<file path="src/rtl/popcount_acc_pipe.sv">
// Pipelined popcount accumulator: grouped bit counts, registered adder tree, per-packet sum.
// Optional feature macro POPCNT_SAT_EN: saturating accumulation with sticky out_sat.
module popcount_acc_pipe #(
   parameter int unsigned IN_W  = 12,
   parameter int unsigned GRP_W = 6,
   parameter int unsigned ACC_W = 16
) (
   input  logic             clk,
   input  logic             rst_n,
   input  logic             in_valid,
   output logic             in_ready,
   input  logic [IN_W-1:0]  in_data,
   input  logic             in_last,
   output logic             out_valid,
   input  logic             out_ready,
   output logic [ACC_W-1:0] out_sum,
   output logic             out_sat
);
   localparam int unsigned CNT_W  = $clog2(IN_W + 1);
   localparam int unsigned N_GRP  = (IN_W + GRP_W - 1) / GRP_W;
   localparam int unsigned PAD_W  = N_GRP * GRP_W;
   localparam int unsigned GCNT_W = $clog2(GRP_W + 1);

   logic                         w_en;
   logic [PAD_W-1:0]             w_pad;
   logic [N_GRP-1:0][GCNT_W-1:0] w_grp_cnt;
   logic [CNT_W-1:0]             w_beat_cnt;
   logic [ACC_W-1:0]             w_tot;

   logic [N_GRP-1:0][GCNT_W-1:0] r_s1_cnt;
   logic                         r_s1_vld;
   logic                         r_s1_last;
   logic [CNT_W-1:0]             r_s2_cnt;
   logic                         r_s2_vld;
   logic                         r_s2_last;
   logic [ACC_W-1:0]             r_acc;
   logic                         r_out_valid;
   logic [ACC_W-1:0]             r_out_sum;

   // A held, unaccepted result freezes the whole pipe so nothing is overwritten.
   assign w_en      = !(r_out_valid && !out_ready);
   assign in_ready  = rst_n && w_en;
   assign out_valid = r_out_valid;
   assign out_sum   = r_out_sum;

   // Last group is zero-padded when IN_W is not a multiple of GRP_W.
   assign w_pad = PAD_W'(in_data);

   for (genvar g = 0; g < N_GRP; g++) begin : g_grp
      logic [GRP_W-1:0]  w_bits;
      logic [GCNT_W-1:0] w_cnt;
      assign w_bits = w_pad[g*GRP_W +: GRP_W];
      always_comb begin
         w_cnt = '0;
         for (int b = 0; b < GRP_W; b++) begin
            w_cnt = w_cnt + GCNT_W'(w_bits[b]);
         end
      end
      assign w_grp_cnt[g] = w_cnt;
   end

   // Second tree level; the sum never exceeds IN_W so CNT_W is exact.
   always_comb begin
      w_beat_cnt = '0;
      for (int g = 0; g < N_GRP; g++) begin
         w_beat_cnt = w_beat_cnt + CNT_W'(r_s1_cnt[g]);
      end
   end

`ifdef POPCNT_SAT_EN
   localparam int unsigned SUM_W = ACC_W + 1;

   logic [SUM_W-1:0] w_tot_raw;
   logic             w_sat_pkt;
   logic             r_sat_flag;
   logic             r_out_sat;

   assign w_tot_raw = {1'b0, r_acc} + SUM_W'(r_s2_cnt);
   assign w_tot     = w_tot_raw[ACC_W] ? '1 : w_tot_raw[ACC_W-1:0];
   assign w_sat_pkt = r_sat_flag | w_tot_raw[ACC_W];
   assign out_sat   = r_out_sat;

   // Sticky clamp flag follows the accumulator and is reported with the packet.
   always_ff @(posedge clk or negedge rst_n) begin
      if (!rst_n) begin
         r_sat_flag <= 1'b0;
         r_out_sat  <= 1'b0;
      end else if (w_en && r_s2_vld) begin
         if (r_s2_last) begin
            r_out_sat  <= w_sat_pkt;
            r_sat_flag <= 1'b0;
         end else begin
            r_sat_flag <= w_sat_pkt;
         end
      end
   end
`else
   assign w_tot   = r_acc + ACC_W'(r_s2_cnt);
   assign out_sat = 1'b0;
`endif

   always_ff @(posedge clk or negedge rst_n) begin
      if (!rst_n) begin
         r_s1_cnt    <= '0;
         r_s1_vld    <= 1'b0;
         r_s1_last   <= 1'b0;
         r_s2_cnt    <= '0;
         r_s2_vld    <= 1'b0;
         r_s2_last   <= 1'b0;
         r_acc       <= '0;
         r_out_valid <= 1'b0;
         r_out_sum   <= '0;
      end else if (w_en) begin
         r_s1_cnt    <= w_grp_cnt;
         r_s1_vld    <= in_valid;
         r_s1_last   <= in_last;
         r_s2_cnt    <= w_beat_cnt;
         r_s2_vld    <= r_s1_vld;
         r_s2_last   <= r_s1_last;
         // With en high any current result is being consumed, so valid follows the load.
         r_out_valid <= r_s2_vld && r_s2_last;
         if (r_s2_vld) begin
            if (r_s2_last) begin
               r_out_sum <= w_tot;
               r_acc     <= '0;
            end else begin
               r_acc     <= w_tot;
            end
         end
      end
   end

endmodule
</file>
<file path="config.mk">
export PLATFORM = sky130hd
export DESIGN_NAME = popcount_acc_pipe
export DESIGN_NICKNAME = d
export VERILOG_FILES = /design/src/rtl/popcount_acc_pipe.sv
export SDC_FILE = /design/constraint.sdc
export NUM_CORES = 1
export LEC_CHECK = 0
export CORE_MARGIN = 2
export CORE_UTILIZATION = 45
export CTS_CLUSTER_DIAMETER = 50
export DETAILED_ROUTE_END_ITERATION = 7
export PLACE_DENSITY = 0.77
export REMOVE_ABC_BUFFERS = 1
export SYNTH_ARGS = -nofsm -noshare
export SYNTH_HDL_FRONTEND = slang
export SYNTH_SLANG_ARGS = --single-unit
</file>
<file path="constraint.sdc">
create_clock -name clk -period 2.65 [get_ports clk]
set_clock_uncertainty 0.1 [all_clocks]
set_input_delay 0.53 -clock clk [delete_from_list [all_inputs] [get_ports clk]]
set_output_delay 0.53 -clock clk [all_outputs]
set_load 0.02 [all_outputs]
</file>
## Word-level counts from Yosys, hierarchy flattened

Index checks and enable logic that the tools add are counted.

| operators by class | value |
|---|---|
| multiplexer cells | 1 |
| reductions and logical operators | 7 |
| add/subtract/negate cells | 12 |
| bitwise logic cells | 1 |

Operators by type and width:

| cell | count |
|---|---|
| $add 3x1->3 | 6 |
| $add 16x4->16 | 1 |
| $mux 16 | 1 |
| $add 2x1->3 | 2 |
| $add 1x1->2 | 2 |
| $add 3x3->4 | 1 |
| $logic_and 1x1->1 | 3 |
| $reduce_and 3->1 | 1 |
| $logic_not 1->1 | 2 |
| $reduce_and 2->1 | 1 |
| $not 1->1 | 1 |

| word-level totals | value |
|---|---|
| register bits after elaboration | 47 |
| bits of input ports | 17 |
| logic and storage cells | 31 |
| output and inout port bits | 19 |

## Logic depth before layout (Yosys ltp)

Gate-level depths: netlist of the first run.

| depth | value |
|---|---|
| depth in word-level cells | 5 |
| gate-level depth with buffers | 8 |
| depth with buffers taken out | 8 |

## Worst setup path after synthesis of the first run

Ideal clock, no wire load.

| timing path | value |
|---|---|
| path type | input to register |
| start | in in_data[6] |
| end | reg r_s1_cnt[4] (netlist name) |
| required time | 2.417 ns |
| path slack | 0.115 ns |
| arrival time | 2.302 ns |
| stages on the path | 8 |
| buffers on the path | 0 |
| setup time | 0.133 ns |
| cells stage by stage | fa_1 > inv_1 > fa_1 > inv_1 > ha_1 > fa_1 > nand2_1 > o21ai_0 |

| between the ends | value |
|---|---|
| longest elaborated chain between the ends | 5 |

Ends and longest elaborated chain:

| item | RTL line | RTL |
|---|---|---|
| from (decl) | 12 | `input logic [IN_W-1:0] in_data,` |
| $add 1x1->2 | 56 | `w_cnt = w_cnt + GCNT_W'(w_bits[b]);` |
| $add 2x1->3 | 56 |  |
| $add 3x1->3 (3 in a row) | 56 |  |
| net g_grp[1].w_cnt[1] | 51 | `logic [GCNT_W-1:0] w_cnt;` |
| to (signal assigned) | 114 | `r_s1_cnt <= w_grp_cnt;` |
| to (decl) | 30 | `logic [N_GRP-1:0][GCNT_W-1:0] r_s1_cnt;` |

The timed path passes the listed nets, and every way through them passes these cells.
A chain may end at the register's enable or synchronous reset.

## Final worst setup path of the first run

Same ends and word-level chain as after synthesis.

==> results of run 1 <==
==> through the flow <==
stage | instances | utilization | hold WS [ns] | setup WS [ns]
floorplan | 268 | - | 0.134 | 0.0819
global placement | 381 | 0.545 | 0.350 | -0.356
detailed placement | 381 | 0.545 | 0.366 | -0.446
CTS | 389 | 0.566 | 0.321 | -0.0170
global route | 389 | 0.567 | 0.351 | 0.0170
finish | 390 | 0.567 | 0.295 | 0.101
==> critical path: cells and delay by family <==
family	cells	cell delay, ns
adders and majority gates	4	1.61
buffers and inverters	3	0.35
AOI/OAI and AO/OA	1	0.07
and+or+nand+nor	1	0.06
==> logic make-up after synthesis <==
kind of cell             count (synthesis)
AO/OA/AOI/OAI                           61
XOR/XNOR                                 6
adder cells (fa/ha/maj)                 17
buffers and inverters                   36
flip-flops                              47
multiplexers                             1
other                                    1
AND/OR/NAND/NOR                        114
==> final timing paths <==
path / start / endpoint / slack (ns)
hold / removal: rst_n / r_acc[9]$_DFFE_PN0P_ / 0.30
setup / recovery: in_data[6] / r_s1_cnt[4]$_DFFE_PN0N_ / 0.10
setup reg to reg: r_s2_cnt[0]$_DFFE_PN0N_ / r_acc[14]$_DFFE_PN0P_ / 0.37
min in group clk: r_s1_cnt[3]$_DFFE_PN0N_ / r_s1_cnt[3]$_DFFE_PN0N_ / 0.38
hold reg to reg: r_s1_cnt[3]$_DFFE_PN0N_ / r_s1_cnt[3]$_DFFE_PN0N_ / 0.38
max in group asynchronous: rst_n / r_s1_cnt[4]$_DFFE_PN0N_ / 1.76
==> cell usage after synthesis, drive strengths merged (9+ instances only) <==
master / instances / area share
o21ai: 22 / 0.042
inv: 21 / 0.030
or4: 9 / 0.026
ha: 9 / 0.043
nand2: 56 / 0.081
dfrtp: 47 / 0.45
a21oi: 11 / 0.025
o211ai: 9 / 0.026
nand3: 14 / 0.027
==> area by class of cell <==
cell class | count | share of cell area
clock buffers | 6 | 0.0261
repair buffers | 41 | 0.125
well taps | 72 | 0.0285
diodes | 1 | 0.000792
flip-flops and latches | 47 | 0.372
multi-input cells | 200 | 0.411
inverters | 21 | 0.0249
clock inverters | 2 | 0.0111
==> registers in the layout, summed over array words and instances (netlist names) <==
register,flops
r_s2_vld,1
r_s1_cnt,6
out_sum,16
r_s1_last,1
r_s2_last,1
r_s2_cnt,4
r_s1_vld,1
r_acc,16
out_valid,1
==> power by group <==
part	total [uW]	internal, uW	switching, uW
clock network	542	305	237
registers	1260	1010	249
logic	1620	717	900
==> what timing repair did <==
| action | 4_1_cts | 5_1_grt |
|---|---|---|
| setup endpoints to repair | 3 | 2 |
| gates resized for setup | 9 | 1 |
| pin swaps | 3 | 1 |
==> placed cells by master, fill, tap and decap left out, drive strengths merged, types with 2 or more instances in the layout <==
cell type | synthesis | final
dfrtp | 47 | 47
nor2 | 8 | 8
clkdlybuf4s50 | 0 | 27
xor2 | 3 | 3
nand4 | 4 | 4
a21o | 3 | 3
or4 | 9 | 9
nand2b | 3 | 3
nor3 | 3 | 3
clkbuf | 7 | 6
buf | 8 | 8
o21ai | 22 | 22
o21a | 2 | 2
ha | 9 | 9
o211ai | 9 | 9
or3 | 8 | 8
nand3 | 14 | 14
a31oi | 5 | 5
and2 | 2 | 2
xnor2 | 3 | 3
fa | 8 | 8
a211o | 2 | 2
a21oi | 11 | 11
inv | 21 | 21
and3 | 3 | 3
dlygate4sd2 | 0 | 5
nand2 | 56 | 56
==> per-layer routing <==
metal  vias to the layer above  part of all wire  global-route usage
met5                         -                 0                   0
met4                         0            0.0057              0.0458
met3                         5             0.046              0.0427
met2                        45              0.47               0.281
met1                      1008              0.48               0.244
li1                       1043                 -                   -
==> summary.txt, run 1 <==
Status
  – Status: finished, final reports clean

Setup path
  – WP data arrival: around 2.6 ns
  – Crit path capture type: flip-flop
  – CP required: 2.73 ns
  – Worst reg-to-reg path cell count: 6
  – Worst setup SP type: input pin
  – CP Class: input pin to flip-flop
  – Most used cell along the critical path: fa_1
  – Slowest stage delay, CP: 0.53 ns
  – Worst-path fanout max: 1
  – CP cell instances: dlygate4sd2_1 -> fa_1 -> inv_1 -> fa_1 -> inv_1 -> ha_2 -> fa_1 -> nand2_1 -> o21ai_0
  – CP max stage cell: fa_1

CTS
  – CTS sink count: 47
  – Total setup buffers inserted after CTS: 0
  – Clock root cell: clkbuf_8
  – CTS Buf Count: 5
  – Clk_lat worst skew: roughly 0.30 ns
  – CTS tree: built
  – Clk slew on worst S/H paths: 0.09 ns
  – Clk buf depth: 2
  – H-tree Lvls: 2
  – CTS Hold Bufs: 0

Timing
  – Tcrit/Tclk final: 0.962
  – Final setup fails: 0
  – Max-slew headroom: 0.610
  – Fin Setup TNS: 0 ns
  – Final Hold Vio Count: 0
  – Unrepaired setup endpoints after global routing: false
  – Maximum clock frequency: 0.392 GHz
  – Final min period: ~2.5 ns
  – Pins Over Slew Limit: 0
  – Slew @ Worst Pin: 0.585 ns

Flow run
  – Max-Cap Viols: 0

Floorplan
  – Die height: roughly 80 um
  – DIE AREA: ~6500 sq um
  – Placement Rows: 27
  – Core area: around 5600 sq um
  – Number of I/O pins: 36
  – Die W: between 80 and 90 um
  – Initial Util: 0.471

Logic synthesis
  – Sequential area share after synthesis: 0.448
  – Synth Area in XOR/XNOR: 0.0200
  – Main synth FF type: dfrtp_1
  – Synth Area in Simple Gates: 0.211
  – Mapped Cells: between 200 and 300
  – Ys Warns: 0
  – Number of enable flip-flop cells after synthesis: 0
  – Asr flop ratio synth: 1.00
  – Mapped cell area: around 2600 sq um
  – Distinct cells, synth: between 40 and 50
  – Yosys reg bits: 47
  – Synth Area in Compound Gates: 0.152
  – Adder-Cell Fraction of Synth Area: 0.104
  – Avg Cell Area, Syn: a little over 9 sq um
  – Mux cell area share after synthesis: 0.00429
  – Largest family of logic cells by synthesized area: simple AND/OR/NAND/NOR gates

Pwr
  – Leakage power: approximately 0.0014 uW
  – Pwr Density: approximately 1100 nW/um^2
  – VDD IR-drop max: between 0.0004 and 0.0005 V
  – Power, Total: ~3400 uW

Cells and area
  – Area Growth Syn to Fin: 20.3%
  – Post-route cell area: approximately 3200 sq um
  – Multi-input logic area: roughly 1300 sq um
  – Final net count: between 300 and 400
  – FILL cells: 501
  – Register Area: 1180 sq um
  – Layout cells sized above 1: 0.0852

Route
  – # DRC: 0
  – Detail Route Antenna Nets: 0
  – Vias per cell: 5.39
  – DR pass1 iterations: 4
  – Routed wire length per instance: between 10 and 15 um
  – Final WL: 5060 um
  – Routed via count: between 2000 and 2500
  – Drt initial violations: ~150

Global routing
  – Remaining Overflow, GRT: 0
  – Largest net degree at the start of global routing: 48
  – Vias in the first global route: a little under 2000
  – Initial antenna violation count: 1
  – First-pass GRT wire length: slightly below 9000 um
  – GRT Total Usage: 0.177

Place
  – IO buf count: 34
  – DP HPWL: between 3000 and 4000 um
  – Area after DPL: just over 3000 sq um
  – RePlAce Congestion: approximately 0.76

Hold path
  – HP Class: input pin to async pin
Note: power is estimated with default switching activity, not from simulation.
==> inputs of run 2 (changes only) <==
- GPL_ROUTABILITY_DRIVEN: not set -> 0
==> results of run 2 <==
Same layout as run 1: the final DEF is identical, and so are final timing and power.
